[config.mk]
export PLATFORM = sky130hd
export DESIGN_NAME = arbitrated_multiplexor
export DESIGN_NICKNAME = d
export VERILOG_FILES = /design/src/rtl/arbitrated_multiplexor_pkg.sv /design/src/rtl/arbitrated_multiplexor_arbiter.sv /design/src/rtl/arbitrated_multiplexor.sv
export SDC_FILE = /design/constraint.sdc
export NUM_CORES = 1
export LEC_CHECK = 0
export CORE_MARGIN = 2
export CORE_UTILIZATION = 43
export CTS_CLUSTER_SIZE = 14
export DETAILED_ROUTE_END_ITERATION = 16
export PLACE_DENSITY = 0.95
export SYNTH_ARGS = -nofsm -noshare
export SYNTH_HDL_FRONTEND = slang
export SYNTH_SLANG_ARGS = --single-unit
[constraint.sdc]
create_clock -name clock -period 10.07 [get_ports clock]
set_input_delay 1.5105 -clock clock [delete_from_list [all_inputs] [get_ports clock]]
set_output_delay 1.5105 -clock clock [all_outputs]
set_load 0.1 [all_outputs]
[src/rtl/arbitrated_multiplexor_pkg.sv]
// Shared constants for the arbitrated multiplexor slice.
//   ARB_ROUND_ROBIN / ARB_FIXED_PRIORITY : arbitration mode encodings
//   chan_width(n)                         : width of a channel index for n inputs (min 1)
package arbitrated_multiplexor_pkg;

  localparam int ARB_ROUND_ROBIN    = 0;
  localparam int ARB_FIXED_PRIORITY = 1;

  // A two-input block still needs a 1-bit index, so clamp at 1.
  function automatic int chan_width(input int n);
    return (n <= 2) ? 1 : $clog2(n);
  endfunction

endpackage

[src/rtl/arbitrated_multiplexor_arbiter.sv]
// round_robin_arbiter: purely combinational request arbiter.
//   req           : request vector, bit i = channel i requesting
//   ptr           : round-robin start index (ignored in fixed-priority mode)
//   grant         : one-hot grant, all zero when nothing requests
//   winner        : binary index of the granted channel (0 when idle)
//   any_request   : OR of req
module round_robin_arbiter
  import arbitrated_multiplexor_pkg::*;
#(
  parameter int NUM_INPUTS = 4,
  parameter int ARB_MODE   = ARB_ROUND_ROBIN,
  localparam int CHANNEL_WIDTH = chan_width(NUM_INPUTS)
) (
  input  logic [NUM_INPUTS-1:0]    req,
  input  logic [CHANNEL_WIDTH-1:0] ptr,
  output logic [NUM_INPUTS-1:0]    grant,
  output logic [CHANNEL_WIDTH-1:0] winner,
  output logic                     any_request
);

  // Fixed priority is just a round-robin scan that always starts at 0.
  logic [CHANNEL_WIDTH-1:0] start;
  assign start       = (ARB_MODE == ARB_FIXED_PRIORITY) ? '0 : ptr;
  assign any_request = |req;

  // Scan upward from start; the wrap is a subtract rather than a modulo
  // bit-mask so non-power-of-two channel counts wrap at NUM_INPUTS.
  always_comb begin
    int  idx;
    logic found;
    idx    = 0;
    found  = 1'b0;
    grant  = '0;
    winner = '0;
    for (int off = 0; off < NUM_INPUTS; off++) begin
      idx = int'(start) + off;
      if (idx >= NUM_INPUTS) idx = idx - NUM_INPUTS;
      if (!found && req[idx]) begin
        found      = 1'b1;
        grant[idx] = 1'b1;
        winner     = CHANNEL_WIDTH'(idx);
      end
    end
  end

endmodule

[src/rtl/arbitrated_multiplexor.sv]
// arbitrated_multiplexor: N-input registered mux with valid/ready handshakes.
//   clock, reset          : single clock, synchronous active-high reset
//   in_valid / in_ready   : per-channel handshake (one in_ready at most)
//   in_data               : channel i at [i*BIT_WIDTH +: BIT_WIDTH]
//   out_valid / out_ready : output register handshake
//   out_data, out_channel : registered word and the channel that supplied it
module arbitrated_multiplexor
  import arbitrated_multiplexor_pkg::*;
#(
  parameter int BIT_WIDTH  = 32,
  parameter int NUM_INPUTS = 4,
  parameter int ARB_MODE   = ARB_ROUND_ROBIN,
  localparam int CHANNEL_WIDTH = chan_width(NUM_INPUTS)
) (
  input  logic                            clock,
  input  logic                            reset,
  input  logic [NUM_INPUTS-1:0]           in_valid,
  input  logic [NUM_INPUTS*BIT_WIDTH-1:0] in_data,
  output logic [NUM_INPUTS-1:0]           in_ready,
  output logic                            out_valid,
  output logic [BIT_WIDTH-1:0]            out_data,
  output logic [CHANNEL_WIDTH-1:0]        out_channel,
  input  logic                            out_ready
);

  logic                     load;
  logic                     any_req;
  logic [NUM_INPUTS-1:0]    grant;
  logic [CHANNEL_WIDTH-1:0] winner;
  logic [CHANNEL_WIDTH-1:0] rr_pointer;
  logic [CHANNEL_WIDTH-1:0] ptr_next;
  logic [BIT_WIDTH-1:0]     sel_data;

  // Register is empty or being drained this cycle, so it can take a word.
  assign load = !out_valid | out_ready;

  round_robin_arbiter #(
    .NUM_INPUTS (NUM_INPUTS),
    .ARB_MODE   (ARB_MODE)
  ) u_arb (
    .req         (in_valid),
    .ptr         (rr_pointer),
    .grant       (grant),
    .winner      (winner),
    .any_request (any_req)
  );

  assign in_ready = (load && any_req && !reset) ? grant : '0;

  // AND-OR select: one-hot grant masks every lane, then OR them together.
  logic [NUM_INPUTS-1:0][BIT_WIDTH-1:0] masked;
  for (genvar i = 0; i < NUM_INPUTS; i++) begin : g_lane
    assign masked[i] = in_data[i*BIT_WIDTH +: BIT_WIDTH] & {BIT_WIDTH{grant[i]}};
  end

  always_comb begin
    sel_data = '0;
    for (int i = 0; i < NUM_INPUTS; i++) sel_data = sel_data | masked[i];
  end

  assign ptr_next = (winner == CHANNEL_WIDTH'(NUM_INPUTS-1)) ? '0
                                                             : winner + CHANNEL_WIDTH'(1);

  always_ff @(posedge clock) begin
    if (reset) begin
      out_valid   <= 1'b0;
      out_data    <= '0;
      out_channel <= '0;
      rr_pointer  <= '0;
    end else if (load) begin
      if (any_req) begin
        out_valid   <= 1'b1;
        out_data    <= sel_data;
        out_channel <= winner;
        if (ARB_MODE == ARB_ROUND_ROBIN) rr_pointer <= ptr_next;
      end else begin
        out_valid <= 1'b0;
      end
    end
  end

endmodule

Yosys cells after proc, flatten, opt, wreduce, memory -nomap -nowiden:

Cells that the tools add are included.

* register bits: 37
* input port bits: 135
* output and inout port bits: 39

* add/subtract/negate cells: 8
* magnitude comparators: 12
* eq/ne operators: 1
* mux-type cells: 38
* bitwise operators: 11
* reduce and logical (&&, ||, !) cells: 16

Operators by type and width (number)
* $and 32x32->32: 4
* $ge 32x1->1 const B: 4
* $lt 32x4->1 const B: 4
* $mux 32: 4
* $ge 32x4->1 const B: 3
* $or 32x32->32: 3
* $sub 32x4->32 const B: 3
* $mux 4: 5
* $mux 1: 16
* $or 4x4->4: 3
* $mux 2: 5
* $logic_and 1x1->1: 9
* $bmux 1 s2: 4
* $demux 1 s2: 4
* $add 2x2->3 const B: 2
* $logic_not 1->1: 5
* $reduce_or 4->1: 1
* $sub 2x3->4 const B: 1
* $add 2x1->3 const B: 1
* $ge 2x3->1 const B: 1
* $add 2x1->2 const B: 1
* $eq 2x2->1 const B: 1
* $reduce_and 2->1: 1
* $or 1x1->1: 1

Depth between registers and ports, before layout:

Gate-level depths: netlist of run 1.

* depth after elaboration: 19
* depth in mapped cells: 15
* depth with buffers taken out: 11

By module:

Synthesis of run 1 repeated with hierarchy kept, for this count alone.

* cell total of the unflattened synthesis: 270
* area total of the unflattened synthesis: 2408.6 um2

By module, submodules not included
* arbitrated_multiplexor: instances 1, cells an instance 220, area each 1944.4 um2, seq. area each 740.7 um2
* round_robin_arbiter: instances 1, cells an instance 50, area each 464.2 um2, seq. area each 0.0 um2

Worst setup path after synthesis of run 1:

OpenSTA, ideal clock, no wires.

* kind: input to output
* start: input port in_valid[0]
* end: output port in_ready[3]
* arrival: 5269 ps
* setup slack: 3291 ps
* stages on the path: 9
* path buffers: 4
* path through: buf_2 mux4_2 buf_6 or4b_1 buf_6 buf_8 inv_1 a22oi_1 nor3_1

* word-level cells in the longest chain between the ends: 14
* elaborated cells between the ends (all ways): 32
* those cells by class: 20 x mux; 3 x bitwise; 9 x reduce/logical

RTL lines
* from (decl): line arbitrated_multiplexor.sv:17 `input logic [NUM_INPUTS-1:0] in_valid,`
* $bmux 1 s2: line arbitrated_multiplexor_arbiter.sv:38 `if (!found && req[idx]) begin`
* $mux 1 (not written as such) (2 in a row): line arbitrated_multiplexor_arbiter.sv:38
* $mux 1: line arbitrated_multiplexor_arbiter.sv:38
* $logic_not 1->1: line arbitrated_multiplexor_arbiter.sv:38
* $logic_and 1x1->1: line arbitrated_multiplexor_arbiter.sv:38
* $mux 1: line arbitrated_multiplexor_arbiter.sv:38
* $logic_not 1->1: line arbitrated_multiplexor_arbiter.sv:38
* $logic_and 1x1->1: line arbitrated_multiplexor_arbiter.sv:38
* $mux 1: line arbitrated_multiplexor_arbiter.sv:38
* $logic_not 1->1: line arbitrated_multiplexor_arbiter.sv:38
* $logic_and 1x1->1: line arbitrated_multiplexor_arbiter.sv:38
* $mux 4: line arbitrated_multiplexor_arbiter.sv:38
* $mux 4 *: line arbitrated_multiplexor.sv:48 `assign in_ready = (load && any_req && !reset) ? grant : '0;`
* to (decl): line arbitrated_multiplexor.sv:19 `output logic [NUM_INPUTS-1:0] in_ready,`

Mark *: on every way between the ends. The rest lies on a longest branch, timed or not. The select of a mux whose other input is x is not followed.

Worst setup path after layout of run 1:

* start: input port in_valid[3]
* end: output port in_ready[3]

The elaborated chain is that of the path after synthesis.

==> results of run 1 <==
flip-flops by register name, summed over array words and instances, names as in the netlist:
name,cells
out_data,32
out_valid,1
out_channel,2
rr_pointer,2
power groups by stage:
stage | clock network, mW | logic (mW) | registers (mW)
after floorplan | 0 | 0.564 | 0.523
after global placement | 0 | 1.09 | 0.233
after detailed placement | 0 | 1.10 | 0.235
after CTS | 0.138 | 1.10 | 0.231
after global routing | 0.144 | 1.17 | 0.238
final | 0.136 | 1.12 | 0.232
critical path, delay by kind of cell:
family,cells,cell delay [ns]
multiplexers,1,0.67
AND/OR/NAND/NOR,2,1.41
AO/OA/AOI/OAI,1,0.11
buffers and inverters,3,2.00
cell families after synthesis:
logic type,count (synthesis)
AOI/OAI and AO/OA,188
adders and majority gates,5
buffers and inverters,59
DFF,37
muxes,10
and+or+nand+nor,100
metal layers:
metal,global-route usage,up-vias,share of wire
met5,0,-,0
met4,0.128,0,0.036
met3,0.0739,46,0.12
met2,0.510,345,0.47
met1,0.376,1964,0.37
li1,-,1881,-
worst max path at each step:
stage / cells past startpoint / to / startpoint
3_5_place_dp: 7 / in_ready[3] / in_valid[3]
6_report: 7 / in_ready[3] / in_valid[3]
2_1_floorplan: 9 / in_ready[3] / in_valid[0]
3_3_place_gp: 7 / in_ready[3] / in_valid[3]
5_1_grt: 7 / in_ready[3] / in_valid[3]
4_1_cts: 7 / in_ready[3] / in_valid[3]
placed cells by master (no fill, tap or decap), types with 6 or more instances in the layout:
cell and n:
clkdlybuf4s50_1 173, nand2_1 42, dfxtp_1 37, nor2_1 36, a22oi_1 33, a311oi_1 33, a222oi_1 32, a211oi_1 32
a21oi_2 30, a21oi_1 11, buf_4 8, inv_1 7, mux2i_1 6, clkbuf_8 6
layout make-up:
class | count | area [um^2]
multi-input combinational | 303 | 2220
timing repair buffer | 181 | 1790
tap | 99 | 124
inverter | 7 | 26.3
sequential | 37 | 741
clock buffer | 7 | 86.3
fill | 567 | 2280
clock inverter | 1 | 30.0
==> impl_metrics.sql, run 1 <==
INSERT INTO impl_metrics (metric_group, metric, value, unit) VALUES
('run_status', 'outcome', 'finished clean', ''),
('worst_setup_path', 'worst-r2r-cell-count', '7', ''),
('worst_setup_path', 'rr_startpoint', 'rr_pointer[0]', ''),
('timing', 'clock_skew', '0.00792', 'ns'),
('placement', 'placed_cells_incl_taps', '627', ''),
('drt', 'vias', '4236', ''),
('die', 'floorplan.die.height', '90.9', 'um'),
('synthesis', 'synth-compound-area-share', '0.470', ''),
('placement', 'dp_hpwl', '9240', 'um'),
('die', 'overall_die_area', '8270', 'um^2'),
('worst_setup_path', 'r2r_setup_slack', '6.03', 'ns'),
('synthesis', 'syn-instance-count', '399', ''),
('die', 'floorplan.initialDensity', '0.446', ''),
('clock_tree', 'clock_latency', '0.28', 'ns'),
('drt', 'vias_per_cell', '6.67', ''),
('final_layout', 'antenna_cells', '0', ''),
('synthesis', 'synth_adder_area_share', '0.0193', ''),
('worst_setup_path', 'max_stage_delay', '1.18', 'ns'),
('worst_setup_path', 'start_kind', 'input pin', ''),
('clock_tree', 'numCtsBuffers', '5', ''),
('clock_tree', 'clkSinkCount', '37', ''),
('synthesis', 'synthDistinctLibCells', '41', ''),
('global_routing', 'pin_count_of_the_biggest_net_entering_global_routing', '41', ''),
('synthesis', 'dominant_combinational_cell_family_by_area_after_synthesis', 'compound AO/OA/AOI/OAI gates', ''),
('timing', 'setup_tns', '0', 'ns'),
('power_and_ir_drop', 'power.switching', '0.870', 'mW'),
('global_routing', 'global_route_wire_length_before_repair', '20900', 'um'),
('global_routing', 'global_route.usage.total', '0.306', ''),
('worst_setup_path', 'cp_data_required_time', '8.56', 'ns'),
('timing', 'fin_hold_ws', '0.501', 'ns'),
('global_routing', 'antenna_found_initial', '0', ''),
('clock_tree', 'worst_setup_hold_path_clk_slew', '0.08', 'ns'),
('synthesis', 'seq_area_frac_synth', '0.228', ''),
('worst_setup_path', 'critPathMaxFanout', '33', ''),
('synthesis', 'yosys.area_share.simple', '0.135', ''),
('placement', 'io_buffers', '173', ''),
('die', 'core_region_area', '7290', 'um^2'),
('synthesis', 'synthTopCellsByCount', '42 x nand2_1, 37 x dfxtp_1, 36 x nor2_1', ''),
('power_and_ir_drop', 'share_of_total_power_in_the_clock_network', '0.091', ''),
('worst_setup_path', 'cp_slowest_cell', 'or4b_2', ''),
('synthesis', 'synthesis.nets', '539', ''),
('drt', 'drt_first_pass_iters', '10', ''),
('worst_setup_path', 'worst_ep_arrival_time', '5.74', 'ns'),
('die', 'rows', '31', ''),
('worst_hold_path', 'hold_end', 'out_data[14]', ''),
('drt', 'route.antenna.remaining_nets', '0', ''),
('final_layout', 'area_delta_synth_final', '54.3', '%'),
('clock_tree', 'cts.hold.buffers_added', '0', ''),
('clock_tree', 'clk_root_buffer_cell', 'clkbuf_8', ''),
('timing', 'timing.max_slew.rel_slack', '0.240', ''),
('worst_setup_path', 'crit_path_end_kind', 'primary output', ''),
('synthesis', 'synth.area.mux_share', '0.0474', ''),
('power_and_ir_drop', 'p_int', '0.620', 'mW'),
('timing', 'worst_slew_pin_slew', '1.14', 'ns'),
('synthesis', 'netlist.top_cell.by_area', 'dfxtp_1', ''),
('synthesis', 'synth_flop_cell', 'dfxtp_1', ''),
('synthesis', 'seq_cells_post_synth', '37', ''),
('synthesis', 'syn_avg_cell_area', '8.14', 'um^2'),
('drt', 'drt-total-wl', '13500', 'um'),
('synthesis', 'syn-cell-area', '3250', 'um^2'),
('worst_setup_path', 'critPathMostFrequentCell', 'clkdlybuf4s50_1', ''),
('synthesis', 'yosys_warnings', '0', ''),
('worst_hold_path', 'min_delay_path_depth', '2', ''),
('final_layout', 'layout.nets', '675', ''),
('worst_setup_path', 'timing.critical_path.cells', 'clkdlybuf4s50_1 -> mux4_2 -> or4b_2 -> inv_1 -> a22oi_1 -> nor3_1 -> clkdlybuf4s50_1', ''),
('timing', 'fin_crit', '7.25', 'ns'),
('synthesis', 'netlist.area_leader.share', '0.228', ''),
('synthesis', 'synth.most_common_cell', 'nand2_1', ''),
('placement', 'placed_cell_area', '4900', 'um^2'),
('clock_tree', 'cts_tree', 'built', ''),
('synthesis', 'yosys.area_share.xor_xnor', '0', '');
No activity file was read; power rests on OpenSTA's default activity.
==> run 2: changes to the inputs <==
CORE_UTILIZATION = 40   (was 43)
PLACE_DENSITY = 0.92   (was 0.95)
clock period = 7.4 ns   (was 10.07 ns; I/O delays follow)
==> run 2 against run 1 <==
First-iteration DRC count decreased by 11%. Combinational power increased by 37%. Non-clock buffer count increased by 1. Clock power increased by 4%. Sequential cell count unchanged. Utilization decreased by 5.0 points. Register-to-register slack got worse by 2.7 ns. Setup slack got worse by 1.0 ns. Sequential power increased by 34%. Final area decreased by 0.67%. Worst hold slack got worse by 0.0032 ns. Largest power group unchanged. Highest routed layer unchanged.
==> impl_metrics.sql, run 2 (synthesis results as in run 1) <==
INSERT INTO impl_metrics (metric_group, metric, value, unit) VALUES
('run_status', 'outcome', 'finished clean', ''),
('worst_hold_path', 'hold_end', 'out_data[13]', ''),
('worst_setup_path', 'r2r_setup_slack', '3.37', 'ns'),
('final_layout', 'largest_registers', 'out_data: 32 flops, out_channel: 2 flops, rr_pointer: 2 flops', ''),
('worst_setup_path', 'start_kind', 'input pin', ''),
('worst_setup_path', 'worst_ep_arrival_time', '4.47', 'ns'),
('die', 'rows', '32', ''),
('final_layout', 'max_flop_register', 'out_data', ''),
('timing', 'worst_slew_pin_slew', '1.18', 'ns'),
('timing', 'clock_skew', '0.00863', 'ns'),
('die', 'floorplan.initialDensity', '0.416', ''),
('clock_tree', 'numCtsBuffers', '5', ''),
('drt', 'first_iter_violations', '457', ''),
('global_routing', 'antenna_found_initial', '0', ''),
('timing', 'fin_crit', '5.58', 'ns'),
('timing', 'post-route-worst-setup-slack', '1.82', 'ns'),
('die', 'ioPinCount', '174', ''),
('clock_tree', 'clock_latency', '0.29', 'ns'),
('worst_setup_path', 'path_delay_family', 'simple AND/OR/NAND/NOR gates', ''),
('timing', 'achievable-frequency', '179', 'MHz'),
('global_routing', 'grt_remaining_overflow', '0', ''),
('worst_setup_path', 'timing.setup.critical_path_class', 'in2out', ''),
('clock_tree', 'clk_root_buffer_cell', 'clkbuf_8', ''),
('timing', 'timing.max_slew.rel_slack', '0.216', ''),
('global_routing', 'global_route_wire_length_before_repair', '20000', 'um'),
('final_layout', 'multi_input_comb_area', '2210', 'um^2'),
('clock_tree', 'cts-resized-gates', '0', ''),
('worst_hold_path', 'min_delay_path_depth', '2', ''),
('die', 'overall_die_area', '8860', 'um^2'),
('global_routing', 'global_route.usage.total', '0.278', ''),
('worst_setup_path', 'critPathMaxFanout', '33', ''),
('clock_tree', 'postCtsSetupRepairBufs', '0', ''),
('worst_setup_path', 'timing.rr.end', 'out_data[19]', ''),
('drt', 'detail_route.drc_violations', '0', ''),
('worst_setup_path', 'crit_path_end_kind', 'primary output', ''),
('global_routing', 'first_global_vias', '4201', ''),
('worst_setup_path', 'cp_slowest_cell', 'or4b_2', ''),
('clock_tree', 'cts_max_path_bufs', '2', ''),
('drt', 'vias_per_cell', '6.53', ''),
('die', 'floorplan.die.height', '94.1', 'um'),
('timing', 'hold_violations', '0', ''),
('job', 'drv_cap', '0', ''),
('placement', 'io_buffers', '173', ''),
('placement', 'placement.setup.worst_slack', '1.87', 'ns'),
('clock_tree', 'cts.hold.buffers_added', '0', ''),
('clock_tree', 'cts_tree', 'built', ''),
('drt', 'vias', '4170', ''),
('timing', 'timing_max_transition_violations_final', '0', ''),
('final_layout', 'largest_reg_flops', '32', ''),
('worst_setup_path', 'rr_startpoint', 'rr_pointer[0]', ''),
('placement', 'dp_hpwl', '8660', 'um'),
('placement', 'place.gp.congestion', '0.814', ''),
('worst_setup_path', 'max_stage_delay', '1.21', 'ns'),
('drt', 'drt-total-wl', '12600', 'um'),
('die', 'die_w', '94.1', 'um'),
('timing', 'setup_tns', '0', 'ns'),
('final_layout', 'layout.nets', '676', ''),
('final_layout', 'layout-drive-gt1-share', '0.106', ''),
('worst_setup_path', 'cp_data_required_time', '6.29', 'ns'),
('final_layout', 'layout_commonest_cell', 'clkdlybuf4s50_1', ''),
('die', 'core_region_area', '7810', 'um^2'),
('timing', 'fin_hold_ws', '0.498', 'ns'),
('final_layout', 'final_cell_mix', '170 x clkdlybuf4s50_1, 42 x nand2_1, 37 x dfxtp_1', ''),
('final_layout', 'number_of_inserted_filler_cells_in_the_final_layout', '682', ''),
('timing', 'final_report_setup_violation_count', '0', ''),
('worst_setup_path', 'cp.buffers_inverters', '3', ''),
('power_and_ir_drop', 'power.ir.vdd_worst', '268', 'uV'),
('worst_setup_path', 'timing.critical_path.cells', 'clkdlybuf4s50_1 -> mux4_2 -> or4b_2 -> inv_1 -> a22oi_1 -> nor3_1 -> buf_4', ''),
('worst_hold_path', 'hold_path_class', 'reg2reg', ''),
('worst_setup_path', 'worstSetupStartpoint', 'in_valid[3]', ''),
('final_layout', 'register_area', '741', 'um^2'),
('final_layout', 'area_delta_synth_final', '53.3', '%'),
('global_routing', 'pin_count_of_the_biggest_net_entering_global_routing', '41', ''),
('worst_hold_path', 'min-delay-start', 'out_data[13]', ''),
('power_and_ir_drop', 'total_leakage_power', '1.74', 'nW'),
('worst_setup_path', 'worst-r2r-cell-count', '7', ''),
('clock_tree', 'worst_setup_hold_path_clk_slew', '0.07', 'ns'),
('clock_tree', 'clkSinkCount', '37', ''),
('final_layout', 'antenna_cells', '0', ''),
('power_and_ir_drop', 'cellPowerDensity', '397', 'nW/um^2'),
('clock_tree', 'h-tree-depth', '2', ''),
('timing', 'fraction_of_the_cycle_the_final_worst_path_needs', '0.755', ''),
('drt', 'drt_first_pass_iters', '7', ''),
('timing', 'unrepaired_setup_endpoints_after_global_routing', 'no', ''),
('final_layout', 'final_core_utilization', '0.638', ''),
('drt', 'routed_wire_length_per_instance', '19.7', 'um'),
('drt', 'route.antenna.remaining_nets', '0', '');
==> run 2: cell types whose count changed in the layout (fill, tap and decap cells not counted), sizes merged <==
cell	change
bufinv	-1
clkbuf	-2
buf	+4
clkinvlp	+1
clkinv	+2
clkdlybuf4s50	-3
==> run 2: stage by stage <==
| stage | power [mW] | cells | cell area (um^2) |
|---|---|---|---|
| finish | 1.98 | 639 | 4980 |
| floorplan | 1.48 | 399 | 3250 |
| CTS | 1.97 | 639 | 4980 |
| global placement | 1.79 | 631 | 4890 |
| detailed placement | 1.83 | 631 | 4890 |
| global route | 2.08 | 639 | 4980 |
==> run 2: worst reg2reg max path, cell delays in order (launching register included) <==
cell,delay [ns]
dfxtp_1,0.71
inv_1,0.20
ha_1,0.52
mux4_2,0.66
or4b_2,1.17
a21oi_1,0.33
a311oi_1,0.09
a211oi_1,0.25
==> run 2: final cells by class <==
class	instances	area share
Clock buffer	5	0.0138
Clock inverter	3	0.00352
Inverter	7	0.00528
Multi-Input combinational cell	303	0.443
Sequential cell	37	0.149
Tap cell	102	0.0256
Timing Repair Buffer	182	0.360
==> run 2: layer usage <==
metal / wire [um] / vias to the layer above / track usage
li1: - / 1889 / -
met1: 4760 / 1941 / 0.323
met2: 6470 / 308 / 0.529
met3: 1110 / 32 / 0.0361
met4: 243 / 0 / 0.0749
met5: 0 / - / 0
==> run 2: worst max path at each step <==
stage	endpoint	depth (start not counted)
finish	in_ready[3]	7
global route	in_ready[1]	8
detailed placement	in_ready[3]	7
floorplan	in_ready[3]	13
CTS	in_ready[3]	7
global placement	in_ready[3]	7
==> run 2: where the power goes <==
group | internal, mW | switching, mW
clock | 0.0651 | 0.0759
combinational | 0.473 | 1.06
sequential | 0.262 | 0.0475
